===== src/rtl/ice_risc_pkg.sv =====
// Shared definitions for the ice_risc memory subsystem: bus widths, port
// indices and the arbiter state encoding.
package ice_risc_pkg;

   localparam int cDataWidth = 32;
   localparam int cStrbWidth = 4;

   localparam logic cPortCore   = 1'b0;
   localparam logic cPortLoader = 1'b1;

   typedef enum logic [1:0] {
      stIdle,
      stIssue,
      stWait,
      stAck
   } tArbState;

endpackage


===== src/rtl/mem_arbiter_rr.sv =====
// Two-way round-robin picker: on a tie the port not granted last wins.
module mem_arbiter_rr
   import ice_risc_pkg::*;
(
   input  logic iwReq0,
   input  logic iwReq1,
   input  logic iwLastGrant,
   output logic owGrantValid,
   output logic owGrantIdx
);

   always_comb begin
      // NOTE: every output gets a default first so no path leaves it unassigned (no latch).
      owGrantValid = iwReq0 | iwReq1;
      owGrantIdx   = cPortCore;
      if (iwReq0 && iwReq1)
         owGrantIdx = ~iwLastGrant;
      else if (iwReq1)
         owGrantIdx = cPortLoader;
   end

endmodule


===== src/rtl/mem_arbiter.sv =====
// Round-robin arbiter sharing one fixed-latency memory between the core
// (port 0) and the loader/debug master (port 1); one transaction at a time.
module mem_arbiter
   import ice_risc_pkg::*;
#(
   parameter int pReadLatency = 1
) (
   input  logic                  iwClk,
   input  logic                  iwRst,
   input  logic                  iwReq0,
   input  logic                  iwWe0,
   input  logic [cDataWidth-1:0] iwAddr0,
   input  logic [cDataWidth-1:0] iwWdata0,
   input  logic [cStrbWidth-1:0] iwWstrb0,
   output logic                  owAck0,
   output logic [cDataWidth-1:0] owRdata0,
   input  logic                  iwReq1,
   input  logic                  iwWe1,
   input  logic [cDataWidth-1:0] iwAddr1,
   input  logic [cDataWidth-1:0] iwWdata1,
   input  logic [cStrbWidth-1:0] iwWstrb1,
   output logic                  owAck1,
   output logic [cDataWidth-1:0] owRdata1,
   output logic [cDataWidth-1:0] owMemReadAddr,
   output logic [cDataWidth-1:0] owMemWriteAddr,
   output logic [cDataWidth-1:0] owMemWriteData,
   output logic [cStrbWidth-1:0] owMemWstrb,
   input  logic [cDataWidth-1:0] iwMemReadData
);

   tArbState              state;
   logic [3:0]            waitCnt;
   logic                  grantPort;
   logic                  lastGrant;
   logic                  grantValid;
   logic                  grantIdx;
   logic                  selWe;
   logic [cDataWidth-1:0] selAddr;
   logic [cDataWidth-1:0] selWdata;
   logic [cStrbWidth-1:0] selWstrb;

   mem_arbiter_rr uRr (
      .iwReq0      (iwReq0),
      .iwReq1      (iwReq1),
      .iwLastGrant (lastGrant),
      .owGrantValid(grantValid),
      .owGrantIdx  (grantIdx)
   );

   always_comb begin
      selWe    = (grantIdx == cPortLoader) ? iwWe1    : iwWe0;
      selAddr  = (grantIdx == cPortLoader) ? iwAddr1  : iwAddr0;
      selWdata = (grantIdx == cPortLoader) ? iwWdata1 : iwWdata0;
      selWstrb = (grantIdx == cPortLoader) ? iwWstrb1 : iwWstrb0;
   end

   // The memory-side outputs double as the latched request, so they are loaded
   // at grant and are already valid throughout the ISSUE cycle.
   always_ff @(posedge iwClk) begin
      // NOTE: non-blocking assignments throughout so every register samples pre-edge values.
      if (iwRst) begin
         state          <= stIdle;
         waitCnt        <= '0;
         grantPort      <= cPortCore;
         lastGrant      <= cPortLoader;
         owAck0         <= 1'b0;
         owAck1         <= 1'b0;
         owRdata0       <= '0;
         owRdata1       <= '0;
         owMemReadAddr  <= '0;
         owMemWriteAddr <= '0;
         owMemWriteData <= '0;
         owMemWstrb     <= '0;
      end else begin
         owAck0 <= 1'b0;
         owAck1 <= 1'b0;
         case (state)
            stIdle: begin
               if (grantValid) begin
                  grantPort      <= grantIdx;
                  owMemReadAddr  <= selAddr;
                  owMemWriteAddr <= selAddr;
                  owMemWriteData <= selWdata;
                  owMemWstrb     <= selWe ? selWstrb : '0;
                  state          <= stIssue;
               end
            end
            stIssue: begin
               owMemWstrb <= '0;
               waitCnt    <= 4'(pReadLatency - 1);
               state      <= stWait;
            end
            stWait: begin
               if (waitCnt == 4'd0) begin
                  if (grantPort == cPortLoader) begin
                     owRdata1 <= iwMemReadData;
                     owAck1   <= 1'b1;
                  end else begin
                     owRdata0 <= iwMemReadData;
                     owAck0   <= 1'b1;
                  end
                  state <= stAck;
               end else begin
                  waitCnt <= waitCnt - 4'd1;
               end
            end
            stAck: begin
               lastGrant <= grantPort;
               state     <= stIdle;
            end
            default: state <= stIdle;
         endcase
      end
   end

endmodule


===== config.mk =====
export PLATFORM = sky130hd
export DESIGN_NAME = mem_arbiter
export DESIGN_NICKNAME = d
export VERILOG_FILES = /design/src/rtl/ice_risc_pkg.sv /design/src/rtl/mem_arbiter_rr.sv /design/src/rtl/mem_arbiter.sv
export SDC_FILE = /design/constraint.sdc
export NUM_CORES = 1
export LEC_CHECK = 0
export CAP_MARGIN = 30
export CORE_UTILIZATION = 35
export DETAILED_ROUTE_END_ITERATION = 12
export GPL_ROUTABILITY_DRIVEN = 0
export GPL_TIMING_DRIVEN = 0
export PLACE_DENSITY = 0.76
export SLEW_MARGIN = 5
export SYNTH_ARGS = -nofsm -noshare
export SYNTH_HDL_FRONTEND = slang
export SYNTH_SLANG_ARGS = --single-unit

===== constraint.sdc =====
create_clock -name iwClk -period 1.5 [get_ports iwClk]
set_input_delay 0.225 -clock iwClk [delete_from_list [all_inputs] [get_ports iwClk]]
set_output_delay 0.225 -clock iwClk [all_outputs]
set_load 0.005 [all_outputs]

==> metrics, run 1 <==
clock slew seen by the registers of the worst setup and hold paths 0.07 ns; combinational power share 0.469; outcome complete, but fails checks; Max Freq 616.8 MHz; Multi-input gate area 3630 um^2; commonest non-fill, non-tap cell in the layout clkdlybuf4s50_1; vias per cell 5.310; Pwr Density 1532 nW/um^2; number of diodes 0; leakage power 0.005450 uW; initial DRC count between 200 and 300; initial core utilization 0.3587; worst setup slack after layout -0.1213 ns; Tmin final around 1.6 ns; CTS Hold Bufs 0; # setup viols final 55; Die X 135.1 um; cells along the critical path inv_6 > ha_4 > buf_6 > and4bb_4 > buf_12 > buf_8 > nand3_1 > a21oi_1; wire per inst 19.99 um; Worst Path Arrival 1.96 ns; Nets 1255; CP Capture Type flop; Worst-Skew Late Latency 0.44 ns; Routed Antenna Nets 0; Fillers roughly 1300; clock skew 0.008907 ns; Hold Vio Cnt, Final 0; CP Class reg2reg; drt first pass iters 5; Post-Syn Nets ~870; GRT Util Overall 0.2597; first-pass GRT wire length 35830 um; Peak VDD IR 0.8929 mV; Critical-path top delay cell dfxtp_4; CTS max path bufs 2; Port Buffers 339; Int Power ~12000 uW; Netlist cell types 36; cts bufs inserted 17; # clock sinks 142; layout cell share with drive strength beyond 1 0.3146; I/O pin cnt 340; worst rel slew slack 0.5727; final worst-path cycle share 1.081; sequential fraction of design power 0.293; via count 6967; critical path fanouts, max 5; Sw Pwr between 6000 and 7000 uW; Yosys reg bits 142; Core ar. between 15000 and 20000 um^2; WL final roughly 26000 um; HPWL after detailed placement 17210 um; max-cap violations 0; Worst Hold Class in2reg; average size of a mapped cell between 8 and 9 um^2; vias in the first global route 6666; die area 18260 um^2; Synth warnings 0; Rows 48; clk root buf clkbuf_16; fin. max-slew vios 0; mapped cell area 6203 um^2; Buf/Inv on CP 4; # H-tree levels 4; GRT overflow 0; Die Y ~140 um; pre-CTS WS -0.7917 ns; Post-Syn Instances 692; Reg area just under 3000 um^2; final hold slack 0.3952 ns; clock share of power 0.237; crit start category flop; failing checks negative setup slack; Worst Tran Pin Value 0.6409 ns; initial antenna violation count 0; worst path required time 1.84 ns; RSZ-0062 raised after global routing yes; Net Sw Frac 0.3590; post-synthesis sequential area ratio 0.4582; DRC viols 0; largest stage delay on the critical path between 0.3 and 0.4 ns; CP delay by family, top buffers and inverters; P&R area growth vs syn 92.46%; largest net degree at the start of global routing 17; CTS tree done; most frequent cells in the layout 176 x clkdlybuf4s50_1, 115 x dlygate4sd2_1, 92 x dfxtp_1
==> cells by family (layout without fill, tap and decap cells) <==
| kind of cell | after synthesis | count (layout) | share of synthesized area |
|---|---|---|---|
| buffers and inverters | 107 | 502 | 0.09480 |
| AO/OA/AOI/OAI | 213 | 213 | 0.2049 |
| multiplexers | 69 | 69 | 0.1113 |
| adder cells (fa/ha/maj) | 7 | 7 | 0.01412 |
| AND/OR/NAND/NOR | 154 | 154 | 0.1166 |
| flip-flops | 142 | 142 | 0.4582 |
==> cell type report <==
class,instances,area share
tap,225,0.02358
sequential,142,0.2444
clock buffer,19,0.03794
clock inverter,13,0.01289
multi-input combinational,443,0.3040
inverter,9,0.003249
timing repair buffer,363,0.3059
buffer,98,0.06801
==> final timing paths <==
path / startpoint / endpoint / slack [ns] / cells past startpoint
hold / removal: iwMemReadData[11] / owRdata0[11]$_SDFFE_PP0P_ / 0.40 / 3
hold reg to reg: owRdata0[8]$_SDFFE_PP0P_ / owRdata0[8]$_SDFFE_PP0P_ / 0.46 / 2
setup reg to reg: state[0]$_SDFFE_PP0P_ / owRdata1[0]$_SDFFE_PP0P_ / -0.12 / 8
setup / recovery: state[0]$_SDFFE_PP0P_ / owRdata1[0]$_SDFFE_PP0P_ / -0.12 / 8
==> synthesized netlist by cell type, drive strengths merged <==
cell,count,area [um^2]
nor2,68,255.2
o21ai,68,340.3
nand4b,1,8.760
o21bai,1,7.510
a211oi,65,488.0
a211o,1,8.760
a22oi,1,7.510
ha,7,87.58
and4bb,1,12.51
or3b,1,8.760
o32ai,4,35.03
inv,9,33.78
a21oi,68,340.3
dfxtp,142,2843
a21o,1,7.510
a2bb2oi,1,8.760
nand3b,1,7.510
nor3b,1,7.510
nor4,1,6.260
nand3,66,330.3
nand4bb,1,11.26
and2,4,25.02
nand2,1,3.750
o31a,1,8.760
buf,59,407.9
nor2b,2,12.51
mux2i,69,690.7
o21a,1,7.510
a21boi,1,11.26
nand2b,3,18.77
nor3,3,15.01
clkbuf,39,146.4
==> power groups by stage <==
| stage | Combinational (uW) | Sequential [uW] | Clock (uW) |
|---|---|---|---|
| 2_1_floorplan | 3110 | 5280 | 0 |
| 3_3_place_gp | 6780 | 5300 | 0 |
| 3_5_place_dp | 6860 | 5320 | 0 |
| 4_1_cts | 7780 | 5330 | 4350 |
| 5_1_grt | 9100 | 5470 | 4550 |
| 6_report | 8580 | 5370 | 4340 |
==> registers in the layout, summed over array words and instances (netlist names) <==
name,flops
owMemWriteAddr,32
owMemWriteData,32
owRdata0,32
owRdata1,32
owMemWstrb,4
waitCnt,4
state,2
grantPort,1
lastGrant,1
owAck0,1
owAck1,1
==> per-stage QoR <==
stage            util  power [uW]  TNS (ns)  std cells  instance area [um^2]
3_5_place_dp   0.5721       12180    -68.34       1256                  9896
3_3_place_gp   0.5721       12080    -66.34       1256                  9896
2_1_floorplan       -        8388    -1.656        692                  6221
5_1_grt        0.6902       19120    -5.112       1312                 11940
6_report       0.6902       18290    -2.580       1312                 11940
4_1_cts        0.6438       17460    -2.170       1313                 11140
==> tightest hold or removal path, cell delays in order <==
cell	delay, ns
clkdlybuf4s50_1	0.43
nand3_2	0.08
a21oi_2	0.05
==> metal layers <==
metal / track usage / vias to the layer above / part of all wire
li1: - / 3219 / -
met1: 0.2879 / 3276 / 0.37
met2: 0.4593 / 382 / 0.52
met3: 0.06435 / 90 / 0.076
met4: 0.1311 / 0 / 0.042
met5: 0 / - / 0
==> what timing repair did <==
item / CTS / global route
pin swaps: 19 / 47
gates cloned: 6 / 2
buffers inserted: 19 / 2
endpoints found under the hold margin: 0 / 0
endpoints found under the setup margin: 270 / 186
resized for setup: 298 / 262
(Power assumes the default switching activity.)
==> run 2: changes to the inputs <==
Settings changed: CORE_ASPECT_RATIO from default to 1.5, SETUP_SLACK_MARGIN from default to 0.2.
==> run 2 against run 1 <==
Utilization grew 7.0 points. Register-to-register slack about the same. Sequential power up 4.7%. Routed wire length rose by 18%. Hold slack improved by 0.0020 ns. Sequential share of layout area down 2.1 points. Flip-flop and latch count did not move. The flow still finishes with violations (negative setup slack). Via count is 6.8% higher. First-iteration DRC count rose by 62%.
==> metrics, run 2 (synthesis results as in run 1) <==
Pwr Density 1701 nW/um^2 (was 1532 nW/um^2); Peak VDD IR 0.9183 mV (was 0.8929 mV); clk root buf clkbuf_16 (unchanged); first-pass GRT wire length 40750 um (was 35830 um); clock slew seen by the registers of the worst setup and hold paths 0.06 ns (was 0.07 ns); Reg2Reg Launch Point state[0]$_SDFFE_PP0P_ (unchanged); HPWL after detailed placement 19110 um (was 17210 um); Hold Vio Cnt, Final 0 (unchanged); largest net degree at the start of global routing 17 (unchanged); CTS Hold Bufs 0 (unchanged); RSZ-0062 raised after global routing yes (unchanged); final worst-path cycle share 1.084 (was 1.081); Tmin final 1.626 ns (was 1.621 ns); Placement Cell Area 10010 um^2 (was 9896 um^2); cells along the critical path inv_4 > ha_4 > buf_4 > nand4bb_4 > buf_6 > clkbuf_8 > o21ai_0 > a21oi_2 (was inv_6 > ha_4 > buf_6 > and4bb_4 > buf_12 > buf_8 > nand3_1 > a21oi_1); max layer used met4 (unchanged); DRC viols 0 (unchanged); Core ar. 17350 um^2 (was 17300 um^2); vias per cell 5.500 (was 5.310); layout cell share with drive strength beyond 1 0.4737 (was 0.3146); length of routed wiring on met1 11050 um (was 9598 um); cts bufs inserted 17 (unchanged); Worst Tran Pin Value 0.6943 ns (was 0.6409 ns); CP Capture Type flop (unchanged); initial DRC count 475 (was 293); via count 7442 (was 6967); Rows 59 (was 48); pre-CTS WS -0.6600 ns (was -0.7917 ns); # setup viols final 77 (was 55); Routed Antenna Nets 0 (unchanged); I/O pin cnt 340 (unchanged); Critical-path top delay cell dfxtp_4 (unchanged); Max Freq 614.9 MHz (was 616.8 MHz); failing checks negative setup slack (unchanged); Worst Setup SP state[0]$_SDFFE_PP0P_ (unchanged); CTS max path bufs 2 (unchanged); clock skew 0.01084 ns (was 0.008907 ns); critical path fanouts, max 10 (was 5); GRT overflow 0 (unchanged); CP Class reg2reg (unchanged); largest stage delay on the critical path 0.35 ns (was 0.36 ns); crit start category flop (unchanged); Cells after DPL 1244 (was 1256); Nets 1308 (was 1255); die area 18270 um^2 (was 18260 um^2); GRT Util Overall 0.2931 (was 0.2597); Die X 110.7 um (was 135.1 um); worst rel slew slack 0.5372 (was 0.5727); Port Buffers 339 (unchanged); Die Y 165.1 um (was 135.1 um); Worst Hold Class in2reg (unchanged); WL final 30870 um (was 26230 um); routed wl met3 2140 um (was 1980 um); fin. max-slew vios 0 (unchanged); drt first pass iters 5 (unchanged); max-cap violations 0 (unchanged); # H-tree levels 4 (unchanged); wire per inst 22.81 um (was 19.99 um); initial core utilization 0.3576 (was 0.3587); leakage power 0.005635 uW (was 0.005450 uW); initial antenna violation count 0 (unchanged); CTS tree done (unchanged); Layout Cells excl Fill 1353 (was 1312); Worst Path Arrival 1.90 ns (was 1.96 ns); # clock sinks 142 (unchanged); commonest non-fill, non-tap cell in the layout clkdlybuf4s50_1 (unchanged); Worst-Skew Late Latency 0.42 ns (was 0.44 ns); worst path required time 1.77 ns (was 1.84 ns); number of diodes 0 (unchanged); Hold Startpoint iwMemReadData[3] (was iwMemReadData[11]); most frequent cells in the layout 171 x clkdlybuf4s50_1, 97 x dlygate4sd2_1, 82 x dfxtp_1 (was 176 x clkdlybuf4s50_1, 115 x dlygate4sd2_1, 92 x dfxtp_1); DR WL met2 16510 um (was 13560 um); worst setup slack after layout -0.1264 ns (was -0.1213 ns); fin area 13180 um^2 (was 11940 um^2); outcome complete, but fails checks (unchanged); vias in the first global route 7120 (was 6666); P&R area growth vs syn 112.5% (was 92.46%)
==> run 2: routing by layer <==
| layer | vias to the layer above | GRT usage |
|---|---|---|
| met5 | - | 0 |
| met4 | 0 | 0.1303 |
| met3 | 79 | 0.06533 |
| met2 | 426 | 0.5435 |
| met1 | 3604 | 0.3185 |
| li1 | 3333 | - |
==> run 2: final timing paths <==
| check | end | slack [ns] | cells after the start |
|---|---|---|---|
| min reg2reg | owMemWstrb[0]$_SDFFE_PP0P_ | 0.46 | 2 |
| max | owRdata0[10]$_SDFFE_PP0P_ | -0.13 | 8 |
| min | owRdata1[3]$_SDFFE_PP0P_ | 0.40 | 3 |
| max reg2reg | owRdata0[10]$_SDFFE_PP0P_ | -0.13 | 8 |
==> run 2: stage by stage <==
step                      total power (uW)  utilization  TNS [ns]  hold slack, ns
after floorplan                       8624            -         0          0.3558
after global placement               12420       0.5768    -63.86          0.4450
after detailed placement             12530       0.5768    -67.97          0.4591
after CTS                            20180       0.7018   -0.3298          0.3969
after global routing                 23250       0.7598    -8.034          0.4014
final                                22430       0.7598    -2.817          0.3972
==> run 2: timing repair <==
item | in CTS | in global routing
gates cloned | 16 | 2
pin swaps | 68 | 46
setup buffers | 38 | 21
endpoints found under the setup margin | 308 | 202
gates resized for setup | 529 | 298
==> run 2: worst max-delay path: cells and delay by family, from the launching register on <==
family,cells,cell delay (ns)
compound gates,2,0.36
simple gates,1,0.13
fa+ha+maj,1,0.14
flops,1,0.35
buf+inv,4,0.52
==> run 2: area by class of cell <==
class                   count  area, um^2
clock buffers              19       464.2
clock inverters            13       172.7
multi-input cells         443        4090
well taps                 213       266.5
inverters                   9       38.79
flip-flops and latches    142        2948
plain buffers              98        1046
fillers                  1087        4167
repair buffers            416        4155
==> run 2: report_power, final <==
group          switching, uW  internal, uW
clock                   1800          2800
sequential               821          4800
combinational           5630          6580
==> run 3: changes to the inputs <==
Settings changed: GPL_ROUTABILITY_DRIVEN 0 to default.
==> results of run 3 <==
Same layout as run 2: the final DEF is identical, and so are final timing and power.
